**src/rtl/pcpi_cop_dispatch_if.sv**
```systemverilog
// Signal bundle between the PicoRV32 PCPI port, the dispatcher and its two coprocessors.
// master = core + coprocessor side, slave = the dispatcher.
interface pcpi_cop_dispatch_if;
  logic        pcpi_valid;
  logic [31:0] pcpi_insn;
  logic [31:0] pcpi_rs1;
  logic [31:0] pcpi_rs2;
  logic        pcpi_wr;
  logic [31:0] pcpi_rd;
  logic        pcpi_wait;
  logic        pcpi_ready;

  logic        m_valid;
  logic        cx_valid;
  logic [31:0] cop_insn;
  logic [31:0] cop_rs1;
  logic [31:0] cop_rs2;

  logic        m_wr;
  logic        m_ready;
  logic [31:0] m_rd;
  logic        cx_wr;
  logic        cx_ready;
  logic [31:0] cx_rd;

  logic        timeout_err;

  modport slave (
    input  pcpi_valid, pcpi_insn, pcpi_rs1, pcpi_rs2,
    output pcpi_wr, pcpi_rd, pcpi_wait, pcpi_ready,
    output m_valid, cx_valid, cop_insn, cop_rs1, cop_rs2,
    input  m_wr, m_ready, m_rd, cx_wr, cx_ready, cx_rd,
    output timeout_err
  );

  modport master (
    output pcpi_valid, pcpi_insn, pcpi_rs1, pcpi_rs2,
    input  pcpi_wr, pcpi_rd, pcpi_wait, pcpi_ready,
    input  m_valid, cx_valid, cop_insn, cop_rs1, cop_rs2,
    output m_wr, m_ready, m_rd, cx_wr, cx_ready, cx_rd,
    input  timeout_err
  );
endinterface

```
**src/rtl/pcpi_cop_dispatch.sv**
```systemverilog
// PCPI front-end: decodes M-extension / custom-0 requests, drives one coprocessor, returns a registered response.
// Optional BUSY watchdog enabled by defining PCPI_DISPATCH_TIMEOUT_EN.
//
// state | meaning
// IDLE  | waiting for a claimed request; wait follows pcpi_valid&&hit combinationally
// BUSY  | selected unit's valid held until its ready (or the watchdog fires)
// RESP  | one-cycle pcpi_ready with the registered wr/rd
// COOL  | one cycle ignoring pcpi_valid while the core drops it
module pcpi_cop_dispatch #(
  parameter logic [6:0]  CX_OPCODE      = 7'b0001011,
  parameter int unsigned TIMEOUT_CYCLES = 64
) (
  input  logic              clk,
  input  logic              reset,
  pcpi_cop_dispatch_if.slave bus
);

  typedef enum logic [1:0] {IDLE, BUSY, RESP, COOL} state_t;

  state_t      state, state_nxt;
  logic        sel;
  logic        capture;
  logic        resp_load;
  logic        hit_m, hit_cx, hit;
  logic        sel_ready, sel_wr;
  logic [31:0] sel_rd;
  logic [31:0] insn_q, rs1_q, rs2_q;
  logic        rsp_wr;
  logic [31:0] rsp_rd;
  logic        timeout_hit;

  if (TIMEOUT_CYCLES < 2 || TIMEOUT_CYCLES > 255) begin : g_bad_timeout
    $error("pcpi_cop_dispatch: TIMEOUT_CYCLES must be in 2..255");
  end

  assign hit_m  = (bus.pcpi_insn[6:0] == 7'b0110011) && (bus.pcpi_insn[31:25] == 7'b0000001);
  assign hit_cx = (bus.pcpi_insn[6:0] == CX_OPCODE);
  assign hit    = hit_m | hit_cx;

  // Only the latched unit is listened to; the other one's strobes never reach the response.
  assign sel_ready = sel ? bus.cx_ready : bus.m_ready;
  assign sel_wr    = sel ? bus.cx_wr    : bus.m_wr;
  assign sel_rd    = sel ? bus.cx_rd    : bus.m_rd;

  always_comb begin
    state_nxt = state;
    capture   = 1'b0;
    resp_load = 1'b0;
    case (state)
      IDLE: begin
        if (bus.pcpi_valid && hit) begin
          capture   = 1'b1;
          state_nxt = BUSY;
        end
      end
      BUSY: begin
        if (sel_ready) begin
          resp_load = 1'b1;
          state_nxt = RESP;
        end else if (timeout_hit) begin
          state_nxt = RESP;
        end
      end
      RESP:    state_nxt = COOL;
      COOL:    state_nxt = IDLE;
      default: state_nxt = IDLE;
    endcase
  end

  always_ff @(posedge clk) begin
    if (reset) begin
      state  <= IDLE;
      sel    <= 1'b0;
      insn_q <= '0;
      rs1_q  <= '0;
      rs2_q  <= '0;
      rsp_wr <= 1'b0;
      rsp_rd <= '0;
    end else begin
      state <= state_nxt;
      if (capture) begin
        sel    <= ~hit_m;
        insn_q <= bus.pcpi_insn;
        rs1_q  <= bus.pcpi_rs1;
        rs2_q  <= bus.pcpi_rs2;
      end
      // Response registers are non-zero only during RESP; a forced completion loads zeros.
      rsp_wr <= resp_load & sel_wr;
      rsp_rd <= resp_load ? sel_rd : '0;
    end
  end

`ifdef PCPI_DISPATCH_TIMEOUT_EN
  localparam logic [7:0] CNT_LAST = 8'(TIMEOUT_CYCLES - 1);

  logic [7:0] cnt;
  logic       timeout_err_q;

  assign timeout_hit = (cnt == CNT_LAST);

  always_ff @(posedge clk) begin
    if (reset) begin
      cnt           <= '0;
      timeout_err_q <= 1'b0;
    end else begin
      if (capture) begin
        cnt <= '0;
      end else if (state == BUSY) begin
        cnt <= cnt + 8'd1;
      end
      // A ready arriving on the last allowed cycle wins over the watchdog.
      if (state == BUSY && !sel_ready && timeout_hit) begin
        timeout_err_q <= 1'b1;
      end
    end
  end

  assign bus.timeout_err = timeout_err_q;
`else
  assign timeout_hit     = 1'b0;
  assign bus.timeout_err = 1'b0;
`endif

  assign bus.pcpi_ready = (state == RESP);
  assign bus.pcpi_wr    = rsp_wr;
  assign bus.pcpi_rd    = rsp_rd;
  assign bus.pcpi_wait  = ((state == IDLE) && bus.pcpi_valid && hit) || (state == BUSY) || (state == RESP);
  assign bus.m_valid    = (state == BUSY) && !sel;
  assign bus.cx_valid   = (state == BUSY) && sel;
  assign bus.cop_insn   = insn_q;
  assign bus.cop_rs1    = rs1_q;
  assign bus.cop_rs2    = rs2_q;

endmodule
```
**src/flat_wrapper.sv**
```systemverilog
// flat-port wrapper written by rule: the top's interface ports become plain ports
module pcpi_cop_dispatch_flat 
#(
  parameter logic [6:0]  CX_OPCODE      = 7'b0001011,
  parameter int unsigned TIMEOUT_CYCLES = 64
)
  (clk, reset, bus_pcpi_valid, bus_pcpi_insn, bus_pcpi_rs1, bus_pcpi_rs2, bus_pcpi_wr, bus_pcpi_rd, bus_pcpi_wait, bus_pcpi_ready, bus_m_valid, bus_cx_valid, bus_cop_insn, bus_cop_rs1, bus_cop_rs2, bus_m_wr, bus_m_ready, bus_m_rd, bus_cx_wr, bus_cx_ready, bus_cx_rd, bus_timeout_err);
  pcpi_cop_dispatch_if bus_i ();
  input  logic clk;
  input  logic reset;
  input wire logic [$bits(bus_i.pcpi_valid)-1:0] bus_pcpi_valid;
  input wire logic [$bits(bus_i.pcpi_insn)-1:0] bus_pcpi_insn;
  input wire logic [$bits(bus_i.pcpi_rs1)-1:0] bus_pcpi_rs1;
  input wire logic [$bits(bus_i.pcpi_rs2)-1:0] bus_pcpi_rs2;
  output wire logic [$bits(bus_i.pcpi_wr)-1:0] bus_pcpi_wr;
  output wire logic [$bits(bus_i.pcpi_rd)-1:0] bus_pcpi_rd;
  output wire logic [$bits(bus_i.pcpi_wait)-1:0] bus_pcpi_wait;
  output wire logic [$bits(bus_i.pcpi_ready)-1:0] bus_pcpi_ready;
  output wire logic [$bits(bus_i.m_valid)-1:0] bus_m_valid;
  output wire logic [$bits(bus_i.cx_valid)-1:0] bus_cx_valid;
  output wire logic [$bits(bus_i.cop_insn)-1:0] bus_cop_insn;
  output wire logic [$bits(bus_i.cop_rs1)-1:0] bus_cop_rs1;
  output wire logic [$bits(bus_i.cop_rs2)-1:0] bus_cop_rs2;
  input wire logic [$bits(bus_i.m_wr)-1:0] bus_m_wr;
  input wire logic [$bits(bus_i.m_ready)-1:0] bus_m_ready;
  input wire logic [$bits(bus_i.m_rd)-1:0] bus_m_rd;
  input wire logic [$bits(bus_i.cx_wr)-1:0] bus_cx_wr;
  input wire logic [$bits(bus_i.cx_ready)-1:0] bus_cx_ready;
  input wire logic [$bits(bus_i.cx_rd)-1:0] bus_cx_rd;
  output wire logic [$bits(bus_i.timeout_err)-1:0] bus_timeout_err;
  assign bus_i.pcpi_valid = bus_pcpi_valid;
  assign bus_i.pcpi_insn = bus_pcpi_insn;
  assign bus_i.pcpi_rs1 = bus_pcpi_rs1;
  assign bus_i.pcpi_rs2 = bus_pcpi_rs2;
  assign bus_pcpi_wr = bus_i.pcpi_wr;
  assign bus_pcpi_rd = bus_i.pcpi_rd;
  assign bus_pcpi_wait = bus_i.pcpi_wait;
  assign bus_pcpi_ready = bus_i.pcpi_ready;
  assign bus_m_valid = bus_i.m_valid;
  assign bus_cx_valid = bus_i.cx_valid;
  assign bus_cop_insn = bus_i.cop_insn;
  assign bus_cop_rs1 = bus_i.cop_rs1;
  assign bus_cop_rs2 = bus_i.cop_rs2;
  assign bus_i.m_wr = bus_m_wr;
  assign bus_i.m_ready = bus_m_ready;
  assign bus_i.m_rd = bus_m_rd;
  assign bus_i.cx_wr = bus_cx_wr;
  assign bus_i.cx_ready = bus_cx_ready;
  assign bus_i.cx_rd = bus_cx_rd;
  assign bus_timeout_err = bus_i.timeout_err;
  pcpi_cop_dispatch #(.CX_OPCODE(CX_OPCODE), .TIMEOUT_CYCLES(TIMEOUT_CYCLES)) u_core (.clk(clk), .reset(reset), .bus(bus_i));
endmodule
```
**config.mk**
```make
export PLATFORM = sky130hd
export DESIGN_NAME = pcpi_cop_dispatch_flat
export DESIGN_NICKNAME = d
export VERILOG_FILES = /design/src/rtl/pcpi_cop_dispatch_if.sv /design/src/rtl/pcpi_cop_dispatch.sv /design/src/flat_wrapper.sv
export SDC_FILE = /design/constraint.sdc
export NUM_CORES = 1
export LEC_CHECK = 0
export BUFFER_PORTS_ARGS = -buffer_cell sky130_fd_sc_hd__buf_2
export CAP_MARGIN = 0
export CORE_AREA = 2 2 115 117
export DETAILED_ROUTE_END_ITERATION = 16
export DIE_AREA = 0 0 117 119
export GPL_TIMING_DRIVEN = 1
export PLACE_DENSITY = 0.76
export SLEW_MARGIN = 20
export SYNTH_ARGS = -nofsm -noshare
export SYNTH_HDL_FRONTEND = slang
export SYNTH_SLANG_ARGS = --single-unit
```
**constraint.sdc**
```tcl
create_clock -name clk -period 3.85 [get_ports clk]
set_clock_uncertainty 0.15 [all_clocks]
set_input_delay 0.5775 -clock clk [delete_from_list [all_inputs] [get_ports clk]]
set_output_delay 0.5775 -clock clk [all_outputs]
set_load 0.005 [all_outputs]
```
==> summary.txt, run 1 <==
Place
  – Port Buffers: 299
  – Hpwl dp: 10,100 um
  – GP Congestion: 0.781
  – Placed cells: 996

Pwr
  – Maximum vdd drop: 234 uV
  – Power Total: 3.28 mW
  – Static Leak: 3.22 nW
  – Pwr/cell area: 452 nW/um2

Logic synthesis
  – Synth warn: 0
  – Count leader, synth: dfxtp_1
  – Compound-cell area share of the yosys netlist: 0.194
  – Commonest cells post-synth: 132 x dfxtp_1, 90 x a21oi_1, 89 x nand3_1, 89 x o21ai_0, 35 x nor2_1
  – Yosys reg bits: 132
  – Post-synth top flop: dfxtp_1
  – Post-Synth XOR/XNOR Area: 0
  – Async S/R FF share, synth: 0
  – Synth Area per Inst: 9.15 um2
  – Mux contribution to synthesized area: 0.0651
  – Synthesized area: 5230 um2
  – Distinct cell type count after synthesis: 39
  – Main combinational cell family by area after synthesis: compound AO/OA/AOI/OAI gates
  – Synth area leader: dfxtp_1
  – Net Count, Synth: 742
  – Post-Synth Adder-Cell Area: 0.00958
  – Synth Area in Simple Gates: 0.145
  – Number of synthesized flops with an enable pin: 0
  – Post-synth top area share: 0.506
  – Cells after synthesis: 571
  – Top post-synthesis cells by area: dfxtp_1 51%, a21oi_1 8.6%, nand3_1 8.5%
  – Sequential share of the synthesized area: 0.506

Layout
  – Layout cells sized above 1: 0.408
  – Number of fill cells in the layout: 1,203
  – Post-route insts no fill: 1,029
  – Fin nets: 1,011
  – ANT cells: 0
  – Synthesis-to-layout area growth: 38.9%

Worst setup path
  – Reg2reg setup slack: 1.77 ns
  – Crit Path Category: input port to output pin
  – Crit-path max FO: 9
  – Critical path's largest stage delay: 0.42 ns
  – Worst endpoint required time: 3.12 ns
  – Cell Chain, Critical Path: buf_2 > nor4b_4 > a31oi_4 > nor2_4 > or3_1 > buf_2
  – CP max stage cell: nor4b_4
  – CP Launch Type: input port
  – CP Capture Type: output pin
  – RR Startpoint: u_core.state[0]
  – Top cell by count, worst path: buf_2
  – Worst Path Arrival: 1.76 ns
  – R2R depth: 6
  – Worst r2r dst: u_core.bus.cop_rs2[20]

CTS
  – Htree depth: 4
  – Clock sinks: 132
  – CTS Buf Count: 17
  – Root buf cell: clkbuf_16
  – CTS Hold Bufs: 0
  – Clock transition at path regs: 0.05 ns
  – Number of post-CTS setup repair buffers: 0
  – CTS max path bufs: 2
  – CTS tree: done
  – CTS resizes: 0
  – Worst-Skew Late Latency: 0.42 ns

Die
  – Starting Density: 0.406
  – Die ar.: 13,900 um2
  – Chip Width: 117 um
  – Io pins: 301
  – Die height: 119 um
  – Core area: 12,900 um2
  – Row cnt: 42

Outcome
  – Outcome: finished clean

Routing
  – Routed Antenna Nets: 0
  – Via density: 5.08
  – Wire length per cell: 14.6 um
  – DRT iter0 DRCs: 374
  – Via count: 5,226
  – First-pass detailed-route iteration total: 4
  – Routed WL: 15,000 um
  – DRC: 0

Min path
  – Min-Delay Endpoint: u_core.bus.pcpi_rd[19]
  – Worst hold path depth: 3
  – Worst hold path type: input port to flip-flop
  – Worst Hold Launch: bus_m_rd[19]

Timing
  – Rel. slew slack: 0.356
  – Peak Freq: 0.402 GHz
  – Final setup fails: 0
  – Hold Fails Final Rpt: 0
  – RSZ-0062 raised after global routing: no
  – Slew at the pin closest to its max-slew limit: 0.966 ns
  – Max Transition Viols Final: 0
  – Clock period minus worst slack: 2.49 ns
  – Setup TNS: 0 ns
  – Crit share post-route: 0.647
  – Hold Slack: 0.242 ns

Global route
  – Largest net degree at the start of global routing: 92
  – GRT Residual Overflow: 0
  – Initial antenna violation count: 0
  – Vias in the first global route: 4,618
  – Global-route wire length before repair: 22,600 um
  – Total Routing Usage GR: 0.210

Run
  – Max Cap Viol: 0
==> per-stage QoR <==
stage | worst slack, ns | cell area, um2 | util
finish | 1.36 | 7260 | 0.564
global route | 1.29 | 7260 | 0.564
CTS | 1.36 | 7250 | 0.563
detailed placement | 1.33 | 6610 | 0.513
global placement | 1.36 | 6610 | 0.513
floorplan | 1.54 | 5230 | -
==> registers in the layout, summed over array words and instances (netlist names) <==
register             cells
u_core.bus.pcpi_wr       1
u_core.bus.pcpi_rd      32
u_core.sel               1
u_core.bus.cop_rs1      32
u_core.bus.cop_rs2      32
u_core.state             2
u_core.bus.cop_insn     32
==> kinds of logic after synthesis <==
kind of cell             after synthesis
AND/OR/NAND/NOR                      147
multiplexers                          34
adder cells (fa/ha/maj)                4
buffers and inverters                 61
flip-flops                           132
other                                  1
AO/OA/AOI/OAI                        192
==> worst max-delay path: cells and delay by family <==
family	cells	cell delay, ns
and+or+nand+nor	3	0.79
buffers and inverters	2	0.23
AOI/OAI and AO/OA	1	0.16
==> where the power goes <==
group	switching [mW]	internal (mW)
logic	0.0882	0.0791
registers	0.00104	1.37
clock network	0.607	1.13
total	0.696	2.58
==> metal layers <==
layer | vias up | GRT usage | wire length [um]
met5 | - | 0 | 0
met4 | 0 | 0.0934 | 411
met3 | 25 | 0.0723 | 1210
met2 | 236 | 0.367 | 7670
met1 | 2410 | 0.227 | 5680
li1 | 2555 | - | -
==> worst max-delay path by stage <==
stage / from / to / cells after the start
after detailed placement: bus_pcpi_insn[26] / u_core.bus.cop_rs2[25] / 6
after CTS: bus_pcpi_insn[26] / bus_pcpi_wait / 6
after global routing: bus_pcpi_insn[26] / bus_pcpi_wait / 6
after global placement: bus_pcpi_insn[26] / u_core.bus.cop_insn[12] / 6
final: bus_pcpi_insn[26] / bus_pcpi_wait / 6
after floorplan: bus_pcpi_insn[26] / bus_pcpi_wait / 5
==> cell type report <==
| type | instances | area (um2) | share of cell area |
|---|---|---|---|
| flip-flops and latches | 132 | 2640 | 0.364 |
| clock buffers | 20 | 467 | 0.0643 |
| inverters | 4 | 15.0 | 0.00207 |
| well taps | 176 | 220 | 0.0303 |
| clock inverters | 12 | 178 | 0.0245 |
| multi-input cells | 378 | 2160 | 0.298 |
| repair buffers | 307 | 1570 | 0.217 |
==> layout by cell type (no fill, tap or decap), types with 3 or more instances in the layout <==
cell type,netlist,final
clkinvlp_4,0,4
a21oi_1,90,90
o21ai_0,89,89
nor2_1,35,35
o21ai_1,4,4
bufinv_16,0,4
nand3_1,89,89
ha_1,4,4
clkbuf_16,0,17
mux2i_1,34,34
buf_2,10,299
dfxtp_1,132,131
clkbuf_8,0,3
nand2_1,5,5
o21a_1,3,3
inv_1,4,4
buf_4,2,6
Power figures use the tool's default switching activity.
==> run 2: changes to the inputs <==
--- a/config.mk
+++ b/config.mk
@@ -7,11 +7,11 @@
 export LEC_CHECK = 0
 export BUFFER_PORTS_ARGS = -buffer_cell sky130_fd_sc_hd__buf_2
 export CAP_MARGIN = 0
-export CORE_AREA = 2 2 115 117
+export CORE_AREA = 2 2 116 118
 export DETAILED_ROUTE_END_ITERATION = 16
-export DIE_AREA = 0 0 117 119
+export DIE_AREA = 0 0 118 120
 export GPL_TIMING_DRIVEN = 1
-export PLACE_DENSITY = 0.76
+export PLACE_DENSITY = 0.75
 export SLEW_MARGIN = 20
 export SYNTH_ARGS = -nofsm -noshare
 export SYNTH_HDL_FRONTEND = slang
==> constraint.sdc (replaced) <==
create_clock -name clk -period 2.35 [get_ports clk]
set_clock_uncertainty 0.15 [all_clocks]
set_input_delay 0.3525 -clock clk [delete_from_list [all_inputs] [get_ports clk]]
set_output_delay 0.3525 -clock clk [all_outputs]
set_load 0.005 [all_outputs]
==> summary.txt, run 2 (synthesis gave the netlist of run 1 again) <==
Outcome
  – Outcome: finished clean

Worst setup path
  – CP Launch Type: flip-flop
  – CP max stage cell: dfxtp_1
  – Critical path's largest stage delay: 0.35 ns
  – Worst r2r dst: u_core.bus.cop_insn[22]
  – Reg2reg setup slack: 0.62 ns
  – CP Capture Type: output pin
  – Crit path max-delay family: simple AND/OR/NAND/NOR gates
  – Crit-path max FO: 3
  – Bufs and invs on worst path: 2
  – R2R depth: 6
  – Worst Path Arrival: 1.66 ns
  – Critical path depth: 6
  – RR Startpoint: u_core.state[0]
  – Crit Path Category: flip-flop to output pin
  – Cell Chain, Critical Path: inv_1 > ha_1 > nand3_2 > nor2_4 > or3_1 > buf_2
  – Worst endpoint required time: 1.85 ns

Timing
  – Final setup fails: 0
  – Max Transition Viols Final: 0
  – Crit share post-route: 0.920
  – Hold Fails Final Rpt: 0
  – Rel. slew slack: 0.624
  – Peak Freq: 0.462 GHz
  – Setup TNS: 0 ns
  – Slew at the pin closest to its max-slew limit: 0.560 ns
  – RSZ-0062 raised after global routing: no
  – Hold Slack: 0.0314 ns
  – Clock period minus worst slack: 2.16 ns

Global route
  – Total Routing Usage GR: 0.205
  – GRT Residual Overflow: 0
  – Initial antenna violation count: 0
  – Largest net degree at the start of global routing: 92
  – Vias in the first global route: 4,599
  – Global-route wire length before repair: 23,200 um

Die
  – Io pins: 301
  – Die ar.: 14,200 um2
  – Chip Width: 118 um
  – Row cnt: 42
  – Die height: 120 um
  – Core area: 13,000 um2
  – Starting Density: 0.403

Routing
  – First-pass detailed-route iteration total: 5
  – Via density: 5.06
  – Routed WL: 15,000 um
  – DRC: 0
  – Via count: 5,232
  – Wire length per cell: 14.5 um
  – DRT iter0 DRCs: 341
  – Routed Antenna Nets: 0

CTS
  – Number of post-CTS setup repair buffers: 0
  – CTS Hold Bufs: 0
  – CTS tree: done
  – CTS Buf Count: 17
  – CTS resizes: 0
  – Root buf cell: clkbuf_16
  – CTS max path bufs: 2
  – Worst-Skew Late Latency: 0.40 ns
  – Htree depth: 4
  – Clock transition at path regs: 0.06 ns
  – Clock sinks: 132

Layout
  – Register area: 2640 um2
  – Fin nets: 1,018
  – Number of fill cells in the layout: 1,197
  – ANT cells: 0
  – Synthesis-to-layout area growth: 39.7%
  – Leading cell type in the layout, fill and taps excluded: buf_2
  – Most frequent cells in the layout: 299 x buf_2, 131 x dfxtp_1, 90 x a21oi_1
  – Multi-input gate area: 2160 um2
  – Layout cells sized above 1: 0.410

Min path
  – Worst Hold Launch: bus_m_rd[6]
  – Min-Delay Endpoint: u_core.bus.pcpi_rd[6]
  – Worst hold path depth: 3
  – Worst hold path type: input port to flip-flop

Run
  – Max Cap Viol: 0

Pwr
  – Pwr/cell area: 712 nW/um2
  – Maximum vdd drop: 442 uV
  – Static Leak: 3.25 nW

Place
  – Port Buffers: 299
  – GP Congestion: 0.790
  – Hpwl dp: 10,600 um
[run 2: worst max-delay path by stage]
stage	startpoint	endpoint	slack, ns
6_report	u_core.state[0]	bus_pcpi_wait	0.19
5_1_grt	u_core.state[0]	bus_pcpi_wait	0.06
4_1_cts	u_core.state[0]	bus_pcpi_wait	0.16
3_5_place_dp	bus_pcpi_insn[26]	u_core.bus.cop_rs1[19]	0.30
3_3_place_gp	bus_pcpi_insn[3]	u_core.bus.cop_rs1[10]	0.37
2_1_floorplan	bus_pcpi_insn[26]	bus_pcpi_wait	0.49
[run 2: metal layers]
| metal | up-vias | part of all wire | track usage |
|---|---|---|---|
| met5 | - | 0 | 0 |
| met4 | 0 | 0.025 | 0.0949 |
| met3 | 25 | 0.071 | 0.0509 |
| met2 | 234 | 0.51 | 0.360 |
| met1 | 2409 | 0.40 | 0.235 |
| li1 | 2564 | - | - |
[run 2: cell type report]
| type | instances | share of cell area |
|---|---|---|
| inverters | 4 | 0.00206 |
| repair buffers | 314 | 0.227 |
| clock buffers | 21 | 0.0644 |
| clock inverters | 9 | 0.0176 |
| flip-flops and latches | 132 | 0.362 |
| multi-input cells | 378 | 0.296 |
| well taps | 176 | 0.0302 |
[run 2: power breakdown]
| group | switching [mW] | total [mW] | internal (mW) |
|---|---|---|---|
| clock network | 0.930 | 2.67 | 1.74 |
| logic | 0.149 | 0.287 | 0.138 |
| registers | 0.00177 | 2.25 | 2.24 |
| total | 1.08 | 5.20 | 4.12 |
[run 2: metrics by stage]
step	total power, mW	utilization	area, um2	worst slack (ns)	std cells
floorplan	2.43	-	5230	0.488	571
global placement	2.58	0.516	6700	0.374	1004
detailed placement	2.58	0.516	6700	0.304	1004
CTS	5.25	0.563	7300	0.159	1034
global route	5.38	0.563	7300	0.0622	1034
finish	5.20	0.563	7300	0.187	1034
[run 2: tightest hold or removal path, stage by stage]
cell	delay (ns)
buf_2	0.07
mux2i_1	0.05
nor2_1	0.07
